File: config.mk
export PLATFORM = sky130hd
export DESIGN_NAME = debouncer_array_flat
export DESIGN_NICKNAME = d
export VERILOG_FILES = /design/src/rtl/debouncer_array_if.sv /design/src/rtl/debouncer_array.sv /design/src/flat_wrapper.sv
export SDC_FILE = /design/constraint.sdc
export NUM_CORES = 1
export LEC_CHECK = 0
export CAP_MARGIN = 25
export CORE_MARGIN = 2
export CORE_UTILIZATION = 35
export DETAILED_ROUTE_END_ITERATION = 16
export GPL_ROUTABILITY_DRIVEN = 0
export SYNTH_ARGS = -nofsm -noshare
export SYNTH_HDL_FRONTEND = slang
export SYNTH_SLANG_ARGS = --single-unit
File: constraint.sdc
create_clock -name i_clk -period 2.15 [get_ports i_clk]
set_input_delay 0.3225 -clock i_clk [delete_from_list [all_inputs] [get_ports i_clk]]
set_output_delay 0.3225 -clock i_clk [all_outputs]
set_load 0.005 [all_outputs]
File: src/rtl/debouncer_array_if.sv
// debouncer_array_if: raw button pins and timebase strobe in, debounced levels and event strobes out.
// Latency: pure wiring bundle, no storage.
// Backpressure: none; every strobe is a single-cycle event the consumer must sample.
interface debouncer_array_if #(
   parameter int N_CH = 4
);
   logic            i_tick;       // shared timebase strobe
   logic [N_CH-1:0] i_btn;        // raw asynchronous pins, active-high
   logic [N_CH-1:0] o_debounced;  // filtered level per channel
   logic [N_CH-1:0] o_rise;       // accepted 0->1 transition
   logic [N_CH-1:0] o_fall;       // accepted 1->0 transition
   logic [N_CH-1:0] o_long;       // long-press reached
   logic [N_CH-1:0] o_repeat;     // auto-repeat while long-pressed

   // Button/timebase side: drives pins and tick, consumes events.
   modport master (
      output i_tick, i_btn,
      input  o_debounced, o_rise, o_fall, o_long, o_repeat
   );

   // Debouncer side.
   modport slave (
      input  i_tick, i_btn,
      output o_debounced, o_rise, o_fall, o_long, o_repeat
   );
endinterface

File: src/rtl/debouncer_array.sv
// debouncer_array: N_CH independent button debouncers with press/release strobes, long-press and auto-repeat.
// Latency: o_debounced/o_rise 3 clocks after a pin change is first sampled (2-FF sync + acceptance register).
// Backpressure: none; outputs are registered single-cycle strobes, timers advance only on i_tick.
module debouncer_array #(
   parameter int N_CH         = 4,
   parameter int TIME_PERIOD  = 250,
   parameter int LONG_TICKS   = 12500,
   parameter int REPEAT_TICKS = 2500
) (
   input  logic              i_clk,
   input  logic              i_rst,
   debouncer_array_if.slave  bus
);

   localparam int TMR_W  = (TIME_PERIOD > 1) ? $clog2(TIME_PERIOD) : 1;
   localparam int HOLD_W = $clog2(LONG_TICKS + 1);

   localparam logic [TMR_W-1:0]  TMR_RELOAD = TMR_W'(TIME_PERIOD - 1);
   localparam logic [TMR_W-1:0]  TMR_ONE    = TMR_W'(1);
   localparam logic [HOLD_W-1:0] LONG_V     = HOLD_W'(LONG_TICKS);
   localparam logic [HOLD_W-1:0] LONG_M1    = HOLD_W'(LONG_TICKS - 1);
   localparam logic [HOLD_W-1:0] HOLD_ONE   = HOLD_W'(1);

   // Two-stage synchroniser for the asynchronous pins.
   logic [N_CH-1:0] sync1_q;
   logic [N_CH-1:0] sync2_q;

   // Per-channel debounce and hold state.
   logic [N_CH-1:0]   deb_q,  deb_d;
   logic [N_CH-1:0]   rise_q, rise_d;
   logic [N_CH-1:0]   fall_q, fall_d;
   logic [N_CH-1:0]   long_q, long_d;
   logic [TMR_W-1:0]  timer_q [N_CH];
   logic [TMR_W-1:0]  timer_d [N_CH];
   logic [HOLD_W-1:0] hold_q  [N_CH];
   logic [HOLD_W-1:0] hold_d  [N_CH];

   // Channel accepts a new level this cycle; shared with the repeat logic.
   logic [N_CH-1:0]   accept;

   // Synchroniser runs every clock, independent of the timebase.
   always_ff @(posedge i_clk) begin
      if (i_rst) begin
         sync1_q <= '0;
         sync2_q <= '0;
      end else begin
         sync1_q <= bus.i_btn;
         sync2_q <= sync1_q;
      end
   end

   // Acceptance, lockout timer and long-press hold counter next-state.
   // An accepted transition takes priority over the hold increment, so a release
   // landing on the cycle the hold count would complete suppresses o_long.
   always_comb begin
      deb_d  = deb_q;
      rise_d = '0;
      fall_d = '0;
      long_d = '0;
      accept = '0;
      for (int k = 0; k < N_CH; k++) begin
         timer_d[k] = timer_q[k];
         hold_d[k]  = hold_q[k];
         if ((timer_q[k] == '0) && (sync2_q[k] != deb_q[k])) begin
            accept[k]  = 1'b1;
            deb_d[k]   = sync2_q[k];
            timer_d[k] = TMR_RELOAD;
            rise_d[k]  = sync2_q[k];
            fall_d[k]  = ~sync2_q[k];
            hold_d[k]  = '0;
         end else begin
            if ((timer_q[k] != '0) && bus.i_tick) begin
               timer_d[k] = timer_q[k] - TMR_ONE;
            end
            if (deb_q[k] && bus.i_tick && (hold_q[k] < LONG_V)) begin
               hold_d[k] = hold_q[k] + HOLD_ONE;
               long_d[k] = (hold_q[k] == LONG_M1);
            end
         end
      end
   end

   // Debounce state and event strobes register.
   always_ff @(posedge i_clk) begin
      if (i_rst) begin
         deb_q  <= '0;
         rise_q <= '0;
         fall_q <= '0;
         long_q <= '0;
         for (int k = 0; k < N_CH; k++) begin
            timer_q[k] <= '0;
            hold_q[k]  <= '0;
         end
      end else begin
         deb_q  <= deb_d;
         rise_q <= rise_d;
         fall_q <= fall_d;
         long_q <= long_d;
         for (int k = 0; k < N_CH; k++) begin
            timer_q[k] <= timer_d[k];
            hold_q[k]  <= hold_d[k];
         end
      end
   end

   assign bus.o_debounced = deb_q;
   assign bus.o_rise      = rise_q;
   assign bus.o_fall      = fall_q;
   assign bus.o_long      = long_q;

   if (REPEAT_TICKS > 0) begin : g_rep
      localparam int REP_W = (REPEAT_TICKS > 1) ? $clog2(REPEAT_TICKS) : 1;
      localparam logic [REP_W-1:0] REP_LAST = REP_W'(REPEAT_TICKS - 1);
      localparam logic [REP_W-1:0] REP_ONE  = REP_W'(1);

      logic [REP_W-1:0] rep_q [N_CH];
      logic [REP_W-1:0] rep_d [N_CH];
      logic [N_CH-1:0]  repeat_q, repeat_d;

      // Repeat counter only runs once the hold count has saturated; it restarts
      // on the o_long cycle and whenever the channel is released or re-accepted.
      always_comb begin
         repeat_d = '0;
         for (int k = 0; k < N_CH; k++) begin
            rep_d[k] = rep_q[k];
            if (accept[k] || long_d[k] || !deb_q[k]) begin
               rep_d[k] = '0;
            end else if ((hold_q[k] == LONG_V) && bus.i_tick) begin
               if (rep_q[k] == REP_LAST) begin
                  rep_d[k]    = '0;
                  repeat_d[k] = 1'b1;
               end else begin
                  rep_d[k] = rep_q[k] + REP_ONE;
               end
            end
         end
      end

      // Repeat counter and strobe register.
      always_ff @(posedge i_clk) begin
         if (i_rst) begin
            repeat_q <= '0;
            for (int k = 0; k < N_CH; k++) begin
               rep_q[k] <= '0;
            end
         end else begin
            repeat_q <= repeat_d;
            for (int k = 0; k < N_CH; k++) begin
               rep_q[k] <= rep_d[k];
            end
         end
      end

      assign bus.o_repeat = repeat_q;
   end else begin : g_no_rep
      assign bus.o_repeat = '0;
   end

endmodule

File: src/flat_wrapper.sv
// flat-port wrapper written by rule: the top's interface ports become plain ports
module debouncer_array_flat 
#(
   parameter int N_CH         = 4,
   parameter int TIME_PERIOD  = 250,
   parameter int LONG_TICKS   = 12500,
   parameter int REPEAT_TICKS = 2500
)
  (i_clk, i_rst, bus_i_tick, bus_i_btn, bus_o_debounced, bus_o_rise, bus_o_fall, bus_o_long, bus_o_repeat);
  debouncer_array_if #(.N_CH(N_CH)) bus_i ();
  input  logic i_clk;
  input  logic i_rst;
  input wire logic [$bits(bus_i.i_tick)-1:0] bus_i_tick;
  input wire logic [$bits(bus_i.i_btn)-1:0] bus_i_btn;
  output wire logic [$bits(bus_i.o_debounced)-1:0] bus_o_debounced;
  output wire logic [$bits(bus_i.o_rise)-1:0] bus_o_rise;
  output wire logic [$bits(bus_i.o_fall)-1:0] bus_o_fall;
  output wire logic [$bits(bus_i.o_long)-1:0] bus_o_long;
  output wire logic [$bits(bus_i.o_repeat)-1:0] bus_o_repeat;
  assign bus_i.i_tick = bus_i_tick;
  assign bus_i.i_btn = bus_i_btn;
  assign bus_o_debounced = bus_i.o_debounced;
  assign bus_o_rise = bus_i.o_rise;
  assign bus_o_fall = bus_i.o_fall;
  assign bus_o_long = bus_i.o_long;
  assign bus_o_repeat = bus_i.o_repeat;
  debouncer_array #(.N_CH(N_CH), .TIME_PERIOD(TIME_PERIOD), .LONG_TICKS(LONG_TICKS), .REPEAT_TICKS(REPEAT_TICKS)) u_core (.i_clk(i_clk), .i_rst(i_rst), .bus(bus_i));
endmodule
==> summary.txt <==
status: finished, violations left
failing checks: setup timing
FMAX: 454.6 MHz
path type of the worst setup path: reg -> reg
H-tree depth: 4
antenna violations before repair: 0
final setup margin: -49.55 ps
final setup TNS: -75.57 ps
Syn Area/Cell: 8.494 um^2
die width: 153.3 um
Vias/cell: 4.981
initial DRC count: 319
post-synthesis sequential area ratio: 42.11%
clock tree sinks: 164
ys flop type: dfxtp_1
max cap viols: 0
HP Class: in -> reg
YS warnings: 0
Pre-antenna DRT Iters: 4
fin cells: 1329
CTS tree: done
post-route ant nets: 0
FFs w/ async S/R, synth: 0%
start point of the critical path: u_core.hold_q[2][8]
final instance area: 9894 um^2
Initial Util: 35.73%
required time of the critical path: 2500 ps
Max FO, Critical Path: 3
# IOs: 27
endpoints failing setup: 2
largest net degree at the start of global routing: 42
Clock Path Buffers: 2
Final HPWL DP: 11900 um
#FFs+latches synth: 164
Worst setup EP type: register
TritonCTS Buffers: 17
IO Port Bufs: 26
number of synthesized flops with an enable pin: 0
WP data arrival: 2550 ps
GRT Residual Overflow: 0
Tcrit/Tclk final: 102.3%
Die ar.: 23490 um^2
placed cell count: 1300
Worst slew margin: 45.72%
Hold Path End: u_core.g_rep.rep_q[2][11]
most frequent cells in the layout: dfxtp_1 (162), nor2_1 (134), buf_4 (104), nand2_1 (74), xnor2_1 (51)
share of layout cells above drive strength 1: 17.73%
Area Growth Syn to Fin: 26.89%
via count: 6620
Synth Instances: 918
worst reg2reg path endpoint: u_core.g_rep.rep_q[2][8]
Post-CTS Hold Fix Bufs: 0
global-route wire length before repair: 29390 um
Synth top area share: 42.11%
fin. max-slew vios: 0
Final #Nets: 1066
Post-CTS Setup Bufs: 0
Max IR drop VDD: 635.7 uV
DRC: 0
routed len/inst: 12.87 um
Diodes inserted: 0
leakage: 3.504 nW
min-delay src: i_rst
Pwr Density: 881.2 nW/um^2
clk_lat worst skew: 430 ps
core area: 21820 um^2
worst clock skew: 13.42 ps
reg2reg start: u_core.hold_q[2][8]
CP startpoint kind: register
RSZ-0062 raised after global routing: yes
syn nets: 945
synthesized area: 7797 um^2
Die Y: 153.3 um
site row count: 54
Routed WL: 17110 um
Synth area leader: dfxtp_1
synth top area cells: dfxtp_1 (42%), nor2_1 (6.5%), xnor2_1 (5.7%)
most common cell after layout, fill and taps aside: dfxtp_1
Slew @ Worst Pin: 812.6 ps
Final Hold Violating Endpoints: 0
clk root buf: clkbuf_16
minimum clock period: 2200 ps
CTS clk-pin slew, worst paths: 60 ps
All-Layer GR Usage: 14.83%
vias in the first global route: 6273
post-synth cell types: 60
Hold Path Cell Cnt: 4
DP Area: 9170 um^2
worst reg2reg path depth: 5
Worst R2R Setup Slack: -50 ps
final cells by class:
type / instances / area, um^2
fill: 2116 / 11930
multi-input combinational: 688 / 4403
sequential: 164 / 3286
timing repair buffer: 136 / 1139
clock buffer: 24 / 471.7
tap: 280 / 350.3
clock inverter: 5 / 125.1
inverter: 32 / 120.1
Yosys cell counts (3+ instances only):
cell type / count
a211oi_1: 18
a21oi_1: 29
a311oi_1: 8
a31oi_1: 14
and2_1: 5
and3_1: 13
and4_1: 8
buf_2: 5
clkbuf_1: 23
dfxtp_1: 164
ha_1: 20
inv_1: 31
nand2_1: 74
nand2b_1: 5
nand3_1: 37
nand3b_1: 4
nand4_1: 42
nand4b_1: 4
nor2_1: 135
nor2b_1: 11
nor3_1: 46
nor3b_1: 3
nor4_1: 28
o211ai_1: 3
o21a_1: 5
o21ai_0: 14
o21bai_1: 4
o31ai_1: 3
or3_1: 14
or3b_2: 5
or4_1: 11
or4_4: 5
or4b_2: 5
xnor2_1: 51
xor2_1: 37
metal layers:
metal	GRT usage (%)	vias to the layer above	wire length, um
met5	0	-	0
met4	3.968	0	137
met3	3.629	6	421
met2	23.45	62	7790
met1	20.25	3029	8758
li1	-	3523	-
power breakdown:
part | internal (W) | switching [W]
clock network | 0.00199 | 0.00117
logic | 0.000928 | 0.00105
registers | 0.00332 | 0.000276
total | 0.00623 | 0.00249
kinds of logic (layout without fill, tap and decap cells):
| logic type | Yosys count | in the layout | share of synthesized area [%] |
|---|---|---|---|
| AOI/OAI and AO/OA | 109 | 109 | 9.275 |
| xor gates and xnor gates | 88 | 88 | 9.884 |
| adders and majority gates | 20 | 20 | 3.209 |
| buffers and inverters | 66 | 197 | 3.530 |
| DFF | 164 | 164 | 42.11 |
| muxes | 2 | 2 | 0.2567 |
| and+or+nand+nor | 469 | 469 | 31.74 |
flip-flops by register name, summed over array words and instances, names as in the netlist:
register	count
u_core.g_rep.rep_q	48
u_core.bus.o_repeat	4
u_core.bus.o_rise	4
u_core.bus.o_debounced	4
u_core.bus.o_long	4
u_core.bus.o_fall	4
u_core.timer_q	32
u_core.sync2_q	4
u_core.sync1_q	4
u_core.hold_q	56
what timing repair did:
action	CTS	global route
setup endpoints to repair	14	36
cloned	0	0
pin swaps	7	7
gates resized for setup	6	18
how the worst max path moves through the flow:
stage               slack (ps)                        end
finish                     -50   u_core.g_rep.rep_q[2][8]
detailed placement        -350  u_core.g_rep.rep_q[2][11]
CTS                        -50   u_core.g_rep.rep_q[2][8]
global placement          -340  u_core.g_rep.rep_q[2][11]
global route               -90   u_core.g_rep.rep_q[2][8]
floorplan                  -20   u_core.g_rep.rep_q[2][8]
stage by stage:
| step | utilization [%] | setup slack [ps] | power, W | hold slack (ps) |
|---|---|---|---|---|
| finish | 45.34 | -49.55 | 0.008719 | 372.4 |
| global route | 45.34 | -86.43 | 0.009231 | 408.4 |
| CTS | 44.92 | -47.44 | 0.008800 | 345.5 |
| detailed placement | 42.02 | -352.8 | 0.005610 | 423.9 |
| global placement | 42.02 | -338.3 | 0.005582 | 417.0 |
| floorplan | - | -23.96 | 0.004992 | 413.8 |
critical path, stage by stage, from the launching register on:
cell and delay, ps:
dfxtp_1 310, or4_4 550, or2_4 270, or4_4 480
or3b_1 360, a31oi_1 150
(Power assumes the default switching activity.)
